==> src/rtl/nanorv32_irq_seq_if.sv <==
// Flow-controller <-> interrupt-entry sequencer bus for the nanorv32 core.
// master: pipeline flow controller side; slave: the sequencer.
interface nanorv32_irq_seq_if #(
    parameter int unsigned UROM_ADDR_W = 5
);
    logic                   irq;
    logic                   irq_enable;
    logic                   inst_boundary;
    logic                   branch_pending;
    logic                   uinst_done;
    logic                   mret;
    logic [UROM_ADDR_W-1:0] urom_addr;
    logic                   irq_bypass_inst_reg;
    logic                   irq_ack;
    logic                   irq_active;
    logic [15:0]            irq_count;

    modport master (
        output irq, irq_enable, inst_boundary, branch_pending, uinst_done, mret,
        input  urom_addr, irq_bypass_inst_reg, irq_ack, irq_active, irq_count
    );

    modport slave (
        input  irq, irq_enable, inst_boundary, branch_pending, uinst_done, mret,
        output urom_addr, irq_bypass_inst_reg, irq_ack, irq_active, irq_count
    );
endinterface

==> src/rtl/nanorv32_irq_seq.sv <==
// Interrupt-entry sequencer: waits for a clean instruction boundary, then steps the
// micro-ROM entry sequence. Optional entry counter enabled by NANORV32_IRQ_COUNT_EN.
module nanorv32_irq_seq #(
    parameter int unsigned UROM_ADDR_W = 5,
    parameter int unsigned ENTRY_ADDR  = 0,
    parameter int unsigned SEQ_LEN     = 8
) (
    input  logic              clk,
    input  logic              rst,
    nanorv32_irq_seq_if.slave bus
);
    localparam logic [UROM_ADDR_W-1:0] ENTRY = UROM_ADDR_W'(ENTRY_ADDR);
    localparam logic [UROM_ADDR_W-1:0] LAST  = UROM_ADDR_W'(ENTRY_ADDR + SEQ_LEN - 1);

    typedef enum logic [1:0] {
        IDLE     = 2'd0,
        WAIT_BND = 2'd1,
        SEQ      = 2'd2,
        HANDLER  = 2'd3
    } state_t;

    state_t                 state;
    state_t                 state_nxt;
    logic [UROM_ADDR_W-1:0] addr_q;
    logic [UROM_ADDR_W-1:0] addr_nxt;
    logic                   ack_nxt;
    logic                   ack_q;
    logic                   bypass_q;
    logic                   active_q;

    // Next-state and address decode; cancel beats boundary in WAIT_BND.
    always_comb begin
        state_nxt = state;
        addr_nxt  = addr_q;
        ack_nxt   = 1'b0;
        case (state)
            IDLE: begin
                if (bus.irq && bus.irq_enable) state_nxt = WAIT_BND;
            end
            WAIT_BND: begin
                if (!bus.irq || !bus.irq_enable) begin
                    state_nxt = IDLE;
                end else if (bus.inst_boundary && !bus.branch_pending) begin
                    state_nxt = SEQ;
                    addr_nxt  = ENTRY;
                end
            end
            SEQ: begin
                if (bus.uinst_done) begin
                    if (addr_q == LAST) begin
                        state_nxt = HANDLER;
                        ack_nxt   = 1'b1;
                        addr_nxt  = ENTRY;
                    end else begin
                        addr_nxt = addr_q + UROM_ADDR_W'(1);
                    end
                end
            end
            HANDLER: begin
                if (bus.mret) state_nxt = IDLE;
            end
            default: state_nxt = IDLE;
        endcase
    end

    // Outputs are registered from the next-state decode so they align with the state.
    always_ff @(posedge clk) begin
        if (rst) begin
            state    <= IDLE;
            addr_q   <= ENTRY;
            ack_q    <= 1'b0;
            bypass_q <= 1'b0;
            active_q <= 1'b0;
        end else begin
            state    <= state_nxt;
            addr_q   <= addr_nxt;
            ack_q    <= ack_nxt;
            bypass_q <= (state_nxt == SEQ);
            active_q <= (state_nxt == HANDLER);
        end
    end

`ifdef NANORV32_IRQ_COUNT_EN
    logic [15:0] count_q;

    // Counts completed entries; wraps naturally at 16 bits.
    always_ff @(posedge clk) begin
        if (rst) begin
            count_q <= 16'd0;
        end else if (ack_nxt) begin
            count_q <= count_q + 16'd1;
        end
    end

    assign bus.irq_count = count_q;
`else
    assign bus.irq_count = 16'd0;
`endif

    assign bus.urom_addr           = addr_q;
    assign bus.irq_bypass_inst_reg = bypass_q;
    assign bus.irq_ack             = ack_q;
    assign bus.irq_active          = active_q;

endmodule

==> src/flat_wrapper.sv <==
// flat-port wrapper written by rule: the top's interface ports become plain ports
module nanorv32_irq_seq_flat 
#(
    parameter int unsigned UROM_ADDR_W = 5,
    parameter int unsigned ENTRY_ADDR  = 0,
    parameter int unsigned SEQ_LEN     = 8
)
  (clk, rst, bus_irq, bus_irq_enable, bus_inst_boundary, bus_branch_pending, bus_uinst_done, bus_mret, bus_urom_addr, bus_irq_bypass_inst_reg, bus_irq_ack, bus_irq_active, bus_irq_count);
  nanorv32_irq_seq_if #(.UROM_ADDR_W(UROM_ADDR_W)) bus_i ();
  input  logic clk;
  input  logic rst;
  input wire logic [$bits(bus_i.irq)-1:0] bus_irq;
  input wire logic [$bits(bus_i.irq_enable)-1:0] bus_irq_enable;
  input wire logic [$bits(bus_i.inst_boundary)-1:0] bus_inst_boundary;
  input wire logic [$bits(bus_i.branch_pending)-1:0] bus_branch_pending;
  input wire logic [$bits(bus_i.uinst_done)-1:0] bus_uinst_done;
  input wire logic [$bits(bus_i.mret)-1:0] bus_mret;
  output wire logic [$bits(bus_i.urom_addr)-1:0] bus_urom_addr;
  output wire logic [$bits(bus_i.irq_bypass_inst_reg)-1:0] bus_irq_bypass_inst_reg;
  output wire logic [$bits(bus_i.irq_ack)-1:0] bus_irq_ack;
  output wire logic [$bits(bus_i.irq_active)-1:0] bus_irq_active;
  output wire logic [$bits(bus_i.irq_count)-1:0] bus_irq_count;
  assign bus_i.irq = bus_irq;
  assign bus_i.irq_enable = bus_irq_enable;
  assign bus_i.inst_boundary = bus_inst_boundary;
  assign bus_i.branch_pending = bus_branch_pending;
  assign bus_i.uinst_done = bus_uinst_done;
  assign bus_i.mret = bus_mret;
  assign bus_urom_addr = bus_i.urom_addr;
  assign bus_irq_bypass_inst_reg = bus_i.irq_bypass_inst_reg;
  assign bus_irq_ack = bus_i.irq_ack;
  assign bus_irq_active = bus_i.irq_active;
  assign bus_irq_count = bus_i.irq_count;
  nanorv32_irq_seq #(.UROM_ADDR_W(UROM_ADDR_W), .ENTRY_ADDR(ENTRY_ADDR), .SEQ_LEN(SEQ_LEN)) u_core (.clk(clk), .rst(rst), .bus(bus_i));
endmodule
==> config.mk <==
export PLATFORM = sky130hd
export DESIGN_NAME = nanorv32_irq_seq_flat
export DESIGN_NICKNAME = d
export VERILOG_FILES = /design/src/rtl/nanorv32_irq_seq_if.sv /design/src/rtl/nanorv32_irq_seq.sv /design/src/flat_wrapper.sv
export SDC_FILE = /design/constraint.sdc
export NUM_CORES = 1
export LEC_CHECK = 0
export CAP_MARGIN = 25
export CORE_AREA = 2 2 42 44
export DETAILED_ROUTE_END_ITERATION = 7
export DIE_AREA = 0 0 44 46
export GPL_ROUTABILITY_DRIVEN = 0
export GPL_TIMING_DRIVEN = 0
export PLACE_DENSITY_LB_ADDON = 0.05
export SYNTH_ARGS = -nofsm -noshare
export SYNTH_HDL_FRONTEND = slang
export SYNTH_SLANG_ARGS = --single-unit
==> constraint.sdc <==
create_clock -name clk -period 2.9 [get_ports clk]
set_input_delay 0.58 -clock clk [delete_from_list [all_inputs] [get_ports clk]]
set_output_delay 0.58 -clock clk [all_outputs]
set_load 0.01 [all_outputs]
==> results of run 1 <==
==> power groups by stage <==
stage	clock network (mW)	logic, mW	registers [mW]
3_3_place_gp	0	0.0452	0.145
4_1_cts	0.0963	0.0453	0.142
3_5_place_dp	0	0.0451	0.145
2_1_floorplan	0	0.0319	0.144
6_report	0.0923	0.0459	0.142
5_1_grt	0.104	0.0499	0.142
==> final cells by class <==
type | instances | area, um^2
tap | 17 | 21.3
fill | 157 | 764
buffer | 16 | 120
inverter | 2 | 7.51
multi-input combinational | 55 | 328
sequential | 10 | 200
timing repair buffer | 15 | 150
clock buffer | 3 | 22.5
==> synthesized netlist by cell type (all sizes together) <==
| cell | number |
|---|---|
| nor3 | 3 |
| inv | 2 |
| nand4 | 1 |
| conb | 1 |
| mux2i | 2 |
| dfxtp | 10 |
| xor2 | 2 |
| a32o | 1 |
| and4bb | 1 |
| and3b | 1 |
| and3 | 1 |
| a21oi | 2 |
| ha | 1 |
| and4b | 1 |
| or3b | 1 |
| o21bai | 1 |
| nor2 | 4 |
| o21ai | 2 |
| nand2b | 4 |
| buf | 16 |
| o2bb2ai | 1 |
| a211oi | 1 |
| nand3b | 2 |
| nand3 | 1 |
| nor2b | 1 |
| nand2 | 5 |
==> placed cells by master (no fill, tap or decap), types with 3 or more instances in the layout <==
cell / n
clkdlybuf4s50_1: 15
conb_1: 16
dfxtp_1: 10
clkbuf_4: 3
nor2_1: 4
nand2b_1: 4
nand2_1: 5
buf_4: 16
==> kinds of logic after synthesis <==
logic type | after synthesis | share of synthesized area, %
XOR/XNOR | 2 | 2.92
buffers and inverters | 18 | 21.3
adder cells (fa/ha/maj) | 1 | 2.09
other | 1 | 0.626
AO/OA/AOI/OAI | 8 | 8.98
flip-flops | 10 | 33.4
multiplexers | 2 | 3.34
AND/OR/NAND/NOR | 26 | 27.3
==> metrics by stage <==
stage	setup slack, ps	hold slack (ps)	total power, mW
after CTS	1070	519	0.283
after floorplan	1530	519	0.176
final	1080	510	0.280
after detailed placement	959	506	0.190
after global routing	1020	558	0.296
after global placement	939	496	0.190
==> routing by layer <==
| metal | part of all wire (%) | wire length (um) | up-vias | track usage [%] |
|---|---|---|---|---|
| met2 | 43 | 443 | 22 | 16.2 |
| li1 | - | - | 270 | - |
| met4 | 1.8 | 19 | 0 | 5.45 |
| met3 | 7.5 | 78 | 2 | 3.57 |
| met1 | 48 | 500 | 204 | 13.8 |
| met5 | 0 | 0 | - | 0 |
==> worst paths after layout <==
path | to | cells past startpoint
hold reg to reg | u_core.bus.urom_addr[1] | 2
setup reg to reg | u_core.state[0] | 5
hold / removal | u_core.bus.urom_addr[1] | 2
setup / recovery | bus_urom_addr[2] | 1
==> impl_metrics.csv, run 1 <==
group,metric,value,unit
drt,wl_per_cell,8.82,um
clock_tree,cts_sinks,10,
setup_path,path_class,"reg2out",
clock_tree,cts_root_buffer,"clkbuf_4",
setup_path,required,2320,ps
logic_synthesis,synth_top_area_share,33.4,%
layout,nets,112,
power,pwr-share-clk,33.0,%
layout,largest_reg_flops,5,
clock_tree,cts_setup_buffers,0,
floorplanning,fp.dieW,44,um
layout,fin_area,850,um^2
drt,antenna_left,0,
setup_path,r2r_setup_slack,1460,ps
power,share_comb_of_total_power,16.4,%
clock_tree,htreeDepth,1,
global_route,gr-total-overflow,0,
layout,instances_no_fill,118,
logic_synthesis,syn_area,599,um^2
global_route,antenna_found_initial,0,
floorplanning,initial_core_util,37.1,%
logic_synthesis,ys_seq_area_share,33.4,%
floorplanning,pin_count,32,
sta,rsz0062_at_grt,"false",
clock_tree,insertion_delay,260,ps
drt,dr.pass1.iters,4,
power,netSwitchingFraction,23.7,%
floorplanning,die_h,46,um
placed_design,io_buffers,15,
power,p_int,0.214,mW
layout,syn_to_final_growth,41.8,%
setup_path,reg2reg_from,"u_core.bus.urom_addr[0]",
setup_path,path_max_fanout,5,
clock_tree,cts_buffer_depth,2,
logic_synthesis,synthDistinctLibCells,28,
clock_tree,path_clk_slew,60,ps
drt,drc_errors,0,
clock_tree,ctsResizeCount,0,
setup_path,crit_family,"buffers and inverters",
logic_synthesis,ys_warn_count,0,
sta,fin_crit_sh,62.7,%
power,irDropWorstVdd,150,uV
global_route,grt_pass1_vias,375,
power,p_leak,0.396,nW
sta,setup-tns-final,0,ps
status,status,"completed",
logic_synthesis,avgSynthCellArea,8.81,um^2
sta,clock-skew-final,4.23,ps
setup_path,startpoint,"u_core.bus.urom_addr[2]",
setup_path,timing.critical_path.slowest_stage_cell,"clkdlybuf4s50_1",
clock_tree,cts_tree,"built",
layout,layout-drive-gt1-share,21.8,%
global_route,grt_pass1_wl,1570,um
setup_path,crit_buf_inv,1,
setup_path,worstPathArrival,1240,ps
logic_synthesis,synth_cells,68,
worst_hold_path,hold_start,"u_core.bus.urom_addr[1]",
drt,drtIter0Drc,6,
layout,final_util,52.6,%
setup_path,crit_path_cell_trace,"clkdlybuf4s50_1",
setup_path,start_kind,"flop",
logic_synthesis,synth_area_leaders,"dfxtp_1 33%, buf_4 20%, nand2b_1 4.2%",
drt,wl,1040,um
power,p_sw,0.0664,mW
flow_run,drv_cap,0,
sta,maxSlewViolCount,0,
drt,vias_per_cell,4.22,
sta,min_period,1820,ps
placed_design,hpwl,827,um
sta,setup_viol,0,
power,power.density,329,nW/um^2
sta,hold_violations,0,
worst_hold_path,hp-class,"reg2reg",
placed_design,place_area,827,um^2
global_route,grt_usage,10.8,%
placed_design,dp.cells,115,
clock_tree,hold_buffers,0,
sta,max_clock_freq,550,MHz
global_route,grt_max_degree,9,
clock_tree,cts_buffers,3,
logic_synthesis,synth_top_area_cell,"dfxtp_1",
layout,diodes,0,
drt,dr_total_vias,498,
floorplanning,core,1610,um^2
setup_path,slowest_delay,570,ps
logic_synthesis,synth-seq-cells,10,
floorplanning,std_cell_rows,15,
floorplanning,die_area,2020,um^2
power,p_seq_share,50.6,%
setup_path,cp-end-kind,"output pin",
Power figures use the tool's default switching activity.
==> run 2: changes to the inputs <==
--- a/config.mk
+++ b/config.mk
@@ -6,9 +6,9 @@
 export NUM_CORES = 1
 export LEC_CHECK = 0
 export CAP_MARGIN = 25
-export CORE_AREA = 2 2 42 44
+export CORE_AREA = 2 2 45 47
 export DETAILED_ROUTE_END_ITERATION = 7
-export DIE_AREA = 0 0 44 46
+export DIE_AREA = 0 0 47 49
 export GPL_ROUTABILITY_DRIVEN = 0
 export GPL_TIMING_DRIVEN = 0
 export PLACE_DENSITY_LB_ADDON = 0.05
==> constraint.sdc (replaced) <==
create_clock -name clk -period 1.66 [get_ports clk]
set_input_delay 0.332 -clock clk [delete_from_list [all_inputs] [get_ports clk]]
set_output_delay 0.332 -clock clk [all_outputs]
set_load 0.01 [all_outputs]
==> run 2 against run 1 <==
- critical path depth stayed put
- first-iteration DRC count unchanged
- utilization fell by 5.8 points
- register-to-register slack worse by 1200 ps
- flip-flop and latch count unchanged
- critical path type unchanged
- critical endpoint is now bus_urom_addr[3]
==> impl_metrics.csv, run 2 (synthesis results as in run 1) <==
group,metric,value,unit
global_route,grt_usage,11.1,%
power,pwr-share-clk,34.5,%
clock_tree,cts_buffers,3,
floorplanning,core,1840,um^2
clock_tree,cts_root_buffer,"clkbuf_4",
setup_path,slowest_delay,570,ps
clock_tree,ctsResizeCount,0,
sta,holdWs,515,ps
power,p_sw,0.128,mW
floorplanning,die_area,2300,um^2
layout,final_cell_mix,"16 x buf_4, 16 x conb_1, 15 x clkdlybuf4s50_1",
clock_tree,cts_tree,"built",
setup_path,cp-end-kind,"output pin",
power,p_leak,0.396,nW
layout,fill_cells,203,
floorplanning,initial_core_util,32.5,%
drt,dr.pass1.iters,3,
global_route,grt_pass1_wl,1770,um
sta,worst_slack,85.2,ps
global_route,gr-total-overflow,0,
clock_tree,cts_buffer_depth,2,
drt,dr_total_vias,516,
power,totalPowerFinal,0.501,mW
layout,largest_reg_flops,5,
drt,drtIter0Drc,6,
clock_tree,cts_sinks,10,
layout,nets,112,
floorplanning,fp.dieW,47,um
sta,fin_crit_sh,94.9,%
sta,setup_viol,0,
flow_run,drv_cap,0,
setup_path,crit_buf_inv,1,
clock_tree,htreeDepth,1,
setup_path,path_max_fanout,6,
setup_path,crit_path_cell_trace,"clkdlybuf4s50_1",
layout,syn_to_final_growth,43.8,%
sta,min_period,1570,ps
worst_hold_path,hp-class,"reg2reg",
sta,clock-skew-final,4.20,ps
layout,multiInputGateArea,328,um^2
placed_design,hpwl,882,um
layout,diodes,0,
global_route,grt_pass1_vias,418,
power,share_comb_of_total_power,16.1,%
layout,layout-drive-gt1-share,21.8,%
setup_path,crit_family,"buffers and inverters",
sta,hold_violations,0,
floorplanning,pin_count,32,
clock_tree,hold_buffers,0,
global_route,grt_max_degree,9,
clock_tree,cts_setup_buffers,0,
global_route,top_usage_layer,"met2",
drt,drc_errors,0,
setup_path,required,1330,ps
clock_tree,insertion_delay,270,ps
floorplanning,die_h,49,um
drt,vias_per_cell,4.03,
drt,wl,1110,um
setup_path,timing.critical_path.slowest_stage_cell,"clkdlybuf4s50_1",
setup_path,worstPathArrival,1240,ps
sta,maxSlewViolCount,0,
drt,wl_per_cell,8.66,um
global_route,globalRouteMet1Util,12.7,%
global_route,met3_usage,2.22,%
sta,max_clock_freq,635,MHz
layout,ff_latch_area,200,um^2
global_route,antenna_found_initial,0,
placed_design,dp_slack,-61.9,ps
power,irDropWorstVdd,257,uV
global_route,use_met2,16.4,%
power,netSwitchingFraction,25.5,%
floorplanning,std_cell_rows,16,
clock_tree,path_clk_slew,70,ps
power,p_seq_share,49.4,%
sta,rsz0062_at_grt,"false",
drt,antenna_left,0,
setup_path,start_kind,"flop",
setup_path,path_class,"reg2out",
status,status,"completed",
placed_design,io_buffers,15,
power,power.density,581,nW/um^2
power,p_int,0.373,mW
run 2: cell counts in the layout (fill, tap and decap cells not counted):
Identical to the previous run, type by type.
run 2: power by group through the flow:
| stage | registers [mW] | clock network [mW] | logic, mW |
|---|---|---|---|
| CTS | 0.247 | 0.180 | 0.0797 |
| detailed placement | 0.253 | 0 | 0.0796 |
| finish | 0.247 | 0.173 | 0.0807 |
| global route | 0.248 | 0.190 | 0.0881 |
| global placement | 0.253 | 0 | 0.0792 |
| floorplan | 0.252 | 0 | 0.0558 |
run 2: routing by layer:
layer | wire length [um] | up-vias
met5 | 0 | -
met4 | 32 | 0
met3 | 80 | 3
met2 | 511 | 24
met1 | 483 | 220
li1 | - | 269
run 2: cell type report:
class | instances | share of cell area [%]
Buffer | 16 | 13.9
Clock buffer | 3 | 2.61
Inverter | 2 | 0.871
Multi-Input combinational cell | 55 | 38.0
Sequential cell | 10 | 23.2
Tap cell | 27 | 3.92
Timing Repair Buffer | 15 | 17.4
run 2: stage by stage:
| stage | cell area [um^2] | util, % | std cells | TNS (ps) |
|---|---|---|---|---|
| after floorplan | 656 | - | 83 | 0 |
| after global placement | 840 | 45.6 | 125 | -141 |
| after detailed placement | 840 | 45.6 | 125 | -158 |
| after CTS | 862 | 46.8 | 128 | 0 |
| after global routing | 862 | 46.8 | 128 | 0 |
| final | 862 | 46.8 | 128 | 0 |
run 2: path summary, 6_finish.rpt:
path	end	depth (start not counted)	start	slack, ps
min	u_core.bus.urom_addr[1]	2	u_core.bus.urom_addr[1]	520
max	bus_urom_addr[3]	1	u_core.bus.urom_addr[3]	90
min reg2reg	u_core.bus.urom_addr[1]	2	u_core.bus.urom_addr[1]	520
max reg2reg	u_core.state[0]	5	u_core.bus.urom_addr[0]	230
